### src/rtl/pe_pipe.sv
`default_nettype none
// ============================================================================
//  Module      : pe_pipe
//  Description : Two-stage pipelined processing element. Performs ADD, SUB,
//                MUL, MAC on unsigned W-bit operands and maintains an
//                internal RW-bit accumulator (ACC / read-and-clear CLR) with
//                saturating or wrapping overflow. Valid/ready handshakes on
//                both sides; up to two operations in flight.
//  Ports       : clk, rst                    - clock, sync active-high reset
//                in_valid/in_ready           - operation handshake
//                op_a, op_b, op_c [W-1:0]    - unsigned operands
//                op_i [3:0]                  - opcode (0..5 valid)
//                out_valid/out_ready         - result handshake
//                result [RW-1:0], ovf        - result and accumulator overflow
//  Revision    : 1.0 - initial release
// ============================================================================
module pe_pipe #(
    parameter int W   = 8,
    parameter int SAT = 1,
    localparam int RW = 2*W+1
) (
    input  logic          clk,
    input  logic          rst,
    input  logic          in_valid,
    output logic          in_ready,
    input  logic [W-1:0]  op_a,
    input  logic [W-1:0]  op_b,
    input  logic [W-1:0]  op_c,
    input  logic [3:0]    op_i,
    output logic          out_valid,
    input  logic          out_ready,
    output logic [RW-1:0] result,
    output logic          ovf
);

    localparam logic [3:0] c_OP_ADD = 4'd0;
    localparam logic [3:0] c_OP_SUB = 4'd1;
    localparam logic [3:0] c_OP_MUL = 4'd2;
    localparam logic [3:0] c_OP_MAC = 4'd3;
    localparam logic [3:0] c_OP_ACC = 4'd4;
    localparam logic [3:0] c_OP_CLR = 4'd5;
    localparam bit         c_SAT    = (SAT != 0);

    // Stage 1: captured operation
    logic          r_s1_valid;
    logic [W-1:0]  r_s1_a;
    logic [W-1:0]  r_s1_b;
    logic [W-1:0]  r_s1_c;
    logic [3:0]    r_s1_op;

    // Stage 2: result register (drives the outputs directly)
    logic          r_s2_valid;
    logic [RW-1:0] r_result;
    logic          r_ovf;

    logic [RW-1:0] r_acc;

    logic          w_s2_load;
    logic [2*W-1:0] w_prod;
    logic [RW:0]   w_acc_sum;
    logic [RW-1:0] w_res;
    logic          w_ovf;
    logic [RW-1:0] w_acc_nxt;

    // S1 may accept whenever its content is free or is moving into S2.
    assign in_ready  = !rst && !(r_s1_valid && r_s2_valid && !out_ready);
    assign w_s2_load = r_s1_valid && (!r_s2_valid || out_ready);

    assign w_prod    = {{W{1'b0}}, r_s1_a} * {{W{1'b0}}, r_s1_b};
    // One extra bit on top of the accumulator captures the carry-out.
    assign w_acc_sum = {1'b0, r_acc} + {{(RW+1-2*W){1'b0}}, w_prod};

    always_comb begin
        w_res     = '0;
        w_ovf     = 1'b0;
        w_acc_nxt = r_acc;
        case (r_s1_op)
            c_OP_ADD: w_res = {{(RW-W){1'b0}}, r_s1_a} + {{(RW-W){1'b0}}, r_s1_b};
            c_OP_SUB: w_res = {{(RW-W){1'b0}}, r_s1_a} - {{(RW-W){1'b0}}, r_s1_b};
            c_OP_MUL: w_res = {1'b0, w_prod};
            c_OP_MAC: w_res = {1'b0, w_prod} + {{(RW-W){1'b0}}, r_s1_c};
            c_OP_ACC: begin
                if (w_acc_sum[RW]) begin
                    w_ovf     = 1'b1;
                    w_acc_nxt = c_SAT ? {RW{1'b1}} : w_acc_sum[RW-1:0];
                end else begin
                    w_acc_nxt = w_acc_sum[RW-1:0];
                end
                w_res = w_acc_nxt;
            end
            c_OP_CLR: begin
                w_res     = r_acc;
                w_acc_nxt = '0;
            end
            default: begin
                w_res     = '0;
                w_ovf     = 1'b0;
                w_acc_nxt = r_acc;
            end
        endcase
    end

    always_ff @(posedge clk) begin
        if (rst) begin
            r_s1_valid <= 1'b0;
            r_s1_a     <= '0;
            r_s1_b     <= '0;
            r_s1_c     <= '0;
            r_s1_op    <= '0;
            r_s2_valid <= 1'b0;
            r_result   <= '0;
            r_ovf      <= 1'b0;
            r_acc      <= '0;
        end else begin
            if (in_ready) begin
                r_s1_valid <= in_valid;
                r_s1_a     <= op_a;
                r_s1_b     <= op_b;
                r_s1_c     <= op_c;
                r_s1_op    <= op_i;
            end
            if (w_s2_load) begin
                r_s2_valid <= 1'b1;
                r_result   <= w_res;
                r_ovf      <= w_ovf;
                // Accumulator only advances as its op leaves S1, keeping
                // ACC/CLR effects strictly in acceptance order.
                r_acc      <= w_acc_nxt;
            end else if (out_ready) begin
                r_s2_valid <= 1'b0;
            end
        end
    end

    assign out_valid = r_s2_valid;
    assign result    = r_result;
    assign ovf       = r_ovf;

endmodule
`default_nettype wire

### config.mk
export PLATFORM = sky130hd
export DESIGN_NAME = pe_pipe
export DESIGN_NICKNAME = d
export VERILOG_FILES = /design/src/rtl/pe_pipe.sv
export SDC_FILE = /design/constraint.sdc
export NUM_CORES = 1
export LEC_CHECK = 0
export CORE_ASPECT_RATIO = 1.2
export CORE_MARGIN = 2
export CORE_UTILIZATION = 55
export CTS_CLUSTER_SIZE = 16
export DETAILED_ROUTE_END_ITERATION = 10
export GPL_ROUTABILITY_DRIVEN = 1
export GPL_TIMING_DRIVEN = 0
export HOLD_SLACK_MARGIN = 0.12
export PLACE_DENSITY = 0.79
export SLEW_MARGIN = 5
export SYNTH_ARGS = -nofsm -noshare
export SYNTH_HDL_FRONTEND = slang
export SYNTH_SLANG_ARGS = --single-unit
### constraint.sdc
create_clock -name clk -period 5.4 [get_ports clk]
set_input_delay 0.54 -clock clk [delete_from_list [all_inputs] [get_ports clk]]
set_output_delay 0.54 -clock clk [all_outputs]
set_load 0.01 [all_outputs]
==> impl_metrics.prom <==
# TYPE chip_impl_metric gauge
chip_impl_metric{name="fmaxAchievable",unit="MHz"} 175
chip_impl_metric{name="yosys-mux-area-fraction",unit="%"} 0.888
chip_impl_info{name="layout.cells.most_common",value="sky130_fd_sc_hd__nand2_1"} 1
chip_impl_metric{name="io_pins",unit=""} 52
chip_impl_info{name="violations",value="capacitance limit, setup timing"} 1
chip_impl_metric{name="multi_input_area",unit="um2"} 5480
chip_impl_metric{name="critPathBufInv",unit=""} 4
chip_impl_info{name="worst_setup_path_end_kind",value="flip-flop"} 1
chip_impl_metric{name="row_count",unit=""} 44
chip_impl_metric{name="yosysSeqAreaShare",unit="%"} 19.2
chip_impl_info{name="critPathSlowestCell",value="sky130_fd_sc_hd__fa_1"} 1
chip_impl_metric{name="synth_fa_ha_area_share",unit="%"} 25.9
chip_impl_metric{name="syn_nets",unit=""} 1001
chip_impl_metric{name="synth_top_cell_area_share",unit="%"} 19.2
chip_impl_metric{name="detail_route.drc_violations",unit=""} 0
chip_impl_metric{name="seqCellArea",unit="um2"} 1350
chip_impl_info{name="timing.critical_path.cells",value="and2_4 -> fa_1 -> fa_1 -> fa_1 -> inv_2 -> fa_1 -> inv_2 -> ha_4 -> a2111oi_4 -> o21a_1 -> o211a_4 -> clkinv_4 -> ha_4 -> nand2_4 -> a211oi_2 -> o31a_1 -> nor3b_2 -> o21bai_1 -> buf_4 -> a21oi_4 -> xnor2_1 -> o211ai_1 -> a311oi_1"} 1
chip_impl_info{name="synth_top_family_by_area",value="adder cells"} 1
chip_impl_metric{name="dieArea",unit="um2"} 13200
chip_impl_metric{name="drive_above_1_share",unit="%"} 18.3
chip_impl_metric{name="minimum_clock_period_after_layout",unit="ns"} 5.72
chip_impl_metric{name="detailedRoute.firstIterationViolations",unit=""} 485
chip_impl_info{name="path_class_of_the_lowest_slack_min_delay_path",value="flip-flop to flip-flop"} 1
chip_impl_metric{name="io_buffer_count",unit=""} 51
chip_impl_info{name="cpMostUsedCell",value="sky130_fd_sc_hd__fa_1"} 1
chip_impl_metric{name="post-dp-hpwl",unit="mm"} 14.6
chip_impl_metric{name="synth_enable_flop_cells",unit=""} 0
chip_impl_metric{name="postLayoutSetupSlackWorst",unit="ns"} -0.321
chip_impl_metric{name="totalWireLength",unit="mm"} 20.6
chip_impl_metric{name="cts_hold_buffers",unit=""} 0
chip_impl_metric{name="avgSynthCellArea",unit="um2"} 7.93
chip_impl_metric{name="clockBufferDepth",unit=""} 2
chip_impl_metric{name="timing.final.hold_violations",unit=""} 0
chip_impl_metric{name="ir_drop",unit="mV"} 0.146
chip_impl_metric{name="wire_length_of_the_first_global_routing_pass",unit="mm"} 32.6
chip_impl_info{name="synthFlopType",value="sky130_fd_sc_hd__dfxtp_1"} 1
chip_impl_metric{name="postPlaceCellArea",unit="um2"} 7620
chip_impl_metric{name="design_power_total",unit="uW"} 1730
chip_impl_metric{name="synth_seq_cells",unit=""} 65
chip_impl_metric{name="fillerInstances",unit=""} 907
chip_impl_metric{name="clkSlewWorstSetupHoldPaths",unit="ns"} 0.06
chip_impl_metric{name="power.static_leakage",unit="uW"} 0.00386
chip_impl_metric{name="floorplan.initialDensity",unit="%"} 56.1
chip_impl_info{name="synth.area.top_cells",value="sky130_fd_sc_hd__dfxtp_1 19%, sky130_fd_sc_hd__ha_1 14%, sky130_fd_sc_hd__fa_1 12%"} 1
chip_impl_metric{name="worst-endpoint-required",unit="ns"} 5.60
chip_impl_info{name="root_buffer",value="sky130_fd_sc_hd__clkbuf_16"} 1
chip_impl_metric{name="setup_total_negative_slack",unit="ns"} -8.19
chip_impl_metric{name="synthesis.instances",unit=""} 853
chip_impl_metric{name="antenna_cells_inserted",unit=""} 0
chip_impl_metric{name="antenna_found_initial",unit=""} 0
chip_impl_metric{name="grt_remaining_overflow",unit=""} 0
chip_impl_metric{name="final_max_slew_viol_count",unit=""} 0
chip_impl_info{name="path_delay_family",value="adder cells"} 1
chip_impl_metric{name="num-nets-final",unit=""} 1106
chip_impl_metric{name="grt_start_max_net_pins",unit=""} 13
chip_impl_info{name="run_status",value="finished, violations left"} 1
chip_impl_metric{name="max_slew.worst_pin.slew",unit="ns"} 1.47
chip_impl_metric{name="globalplace.congestion",unit=""} 0.975
chip_impl_metric{name="avg_wl_per_cell",unit="um"} 18.4
chip_impl_metric{name="area_delta_synth_final",unit="%"} 28.1
chip_impl_info{name="tritoncts",value="done"} 1
chip_impl_metric{name="cts.sink_count",unit=""} 65
chip_impl_metric{name="final.hold.worst_slack",unit="ns"} 0.466
chip_impl_metric{name="synth_compound_area_share",unit="%"} 22.6
chip_impl_metric{name="yosysUniqueCellTypes",unit=""} 67
chip_impl_metric{name="slew_headroom",unit="%"} 0.899
chip_impl_metric{name="p_per_area",unit="nW/um2"} 199
chip_impl_metric{name="fin_area",unit="um2"} 8660
chip_impl_metric{name="reg2reg_slack",unit="ns"} -0.32
chip_impl_metric{name="biggest_cell_delay_along_the_critical_path",unit="ns"} 0.53
chip_impl_metric{name="number_of_global_route_vias_before_repair",unit=""} 6659
chip_impl_metric{name="drt-vias-per-instance",unit=""} 5.96
chip_impl_metric{name="cap_violations",unit=""} 1
chip_impl_metric{name="synth-simple-area-share",unit="%"} 19.4
chip_impl_metric{name="synth_async_sr_flop_share",unit="%"} 0
chip_impl_info{name="cp-start-kind",value="flip-flop"} 1
chip_impl_metric{name="track_usage",unit="%"} 31.3
chip_impl_metric{name="antenna_left",unit=""} 0
chip_impl_metric{name="clk_skew",unit="ns"} 0.00424
chip_impl_metric{name="post_synthesis_cell_area",unit="um2"} 6760
chip_impl_info{name="rsz0062_at_grt",value="true"} 1
chip_impl_metric{name="critical_path_peak_fanout",unit=""} 7
chip_impl_info{name="layout.cells.most_common_list",value="112 x sky130_fd_sc_hd__nand2_1, 76 x sky130_fd_sc_hd__a21oi_1, 74 x sky130_fd_sc_hd__inv_1"} 1
chip_impl_info{name="criticalPathCategory",value="flip-flop to flip-flop"} 1
chip_impl_metric{name="cts.htree.levels",unit=""} 3
chip_impl_metric{name="yosysWarnings",unit=""} 0
chip_impl_metric{name="final-setup-viol-count",unit=""} 35
chip_impl_metric{name="die-height",unit="um"} 125
chip_impl_metric{name="latest_clock_arrival_within_the_worst_skew_pair",unit="ns"} 0.35
chip_impl_metric{name="finalCritPeriodShare",unit="%"} 106
chip_impl_metric{name="number_of_buffers_created_by_cts",unit=""} 9
chip_impl_metric{name="synth-xor-area-share",unit="%"} 5.51
chip_impl_metric{name="firstDrtPassIters",unit=""} 7
chip_impl_metric{name="die_x",unit="um"} 105
chip_impl_metric{name="route.vias.total",unit=""} 6700
chip_impl_info{name="post-synth-top-area-cell",value="sky130_fd_sc_hd__dfxtp_1"} 1
chip_impl_metric{name="cp.arrival",unit="ns"} 5.92
chip_impl_metric{name="coreArea",unit="um2"} 12100
==> layout make-up <==
| class | instances | area share (%) |
|---|---|---|
| multi-input cells | 675 | 63.2 |
| flip-flops and latches | 65 | 15.6 |
| repair buffers | 96 | 10.5 |
| inverters | 82 | 3.61 |
| clock buffers | 12 | 2.96 |
| well taps | 161 | 2.32 |
| plain buffers | 29 | 1.52 |
| clock inverters | 4 | 0.332 |
==> synthesized netlist by cell type, drive strengths merged, types with 4 or more instances <==
master,instances
nor2b,7
o211ai,6
nand2,118
nand2b,7
a21o,16
o21ai,58
clkbuf,26
a31oi,8
nor2,56
ha,76
inv,81
nor3,14
a221oi,7
a21oi,81
buf,5
o21a,4
a211oi,15
and3,5
a22oi,4
xor2,13
dfxtp,65
mux2i,6
o22ai,6
fa,40
and2,45
nand3,5
xnor2,27
a311oi,5
a221o,4
==> flip-flops by register name (all words and copies together), names as in the netlist <==
signal / cells
out_valid: 1
ovf: 1
r_acc: 17
r_s1_a: 8
r_s1_b: 8
r_s1_c: 8
r_s1_op: 4
r_s1_valid: 1
result: 17
==> what timing repair did <==
item | in CTS | in global routing
pin swaps | 54 | 20
cloned | 2 | 0
gates resized for setup | 88 | 22
setup endpoints to repair | 35 | 35
setup buffers | 42 | 1
==> metal layers <==
metal	global-route usage (%)	part of all wire, %	up-vias
met2	53.4	49	308
met1	38.0	40	3163
li1	-	-	3148
met5	0	0	-
met3	4.85	7.0	81
met4	16.2	4.5	0
==> report_power, final <==
group	internal, uW	switching (uW)	total (uW)	leakage (uW)
Clock	336	250	586	0.000135
Sequential	495	25.2	520	0.000540
Combinational	276	346	622	0.00318
Total	1110	621	1730	0.00386
==> cell families after synthesis <==
logic type,Yosys count
simple gates,275
compound gates,237
fa+ha+maj,116
buf+inv,113
flops,65
xor+xnor,41
mux,6
==> tightest hold or removal path, stage by stage (launching register included) <==
cell and delay [ns]:
sky130_fd_sc_hd__dfxtp_1 0.31, sky130_fd_sc_hd__nand2_1 0.06, sky130_fd_sc_hd__a21oi_1 0.05
==> per-stage QoR <==
step	util [%]	instances	worst slack (ns)
after floorplan	-	853	-0.0822
after global placement	63.2	1065	-0.661
after detailed placement	63.2	1065	-0.713
after CTS	71.1	1124	-0.243
after global routing	71.9	1124	-0.515
final	71.9	1124	-0.321
==> path summary, 6_finish.rpt <==
path,start,end,cells after the start
max,r_s1_b[4],result[15],23
min,r_s1_c[0],r_s1_c[0],2
max reg2reg,r_s1_b[4],result[15],23
min reg2reg,r_s1_c[0],r_s1_c[0],2
Power figures use the tool's default switching activity.
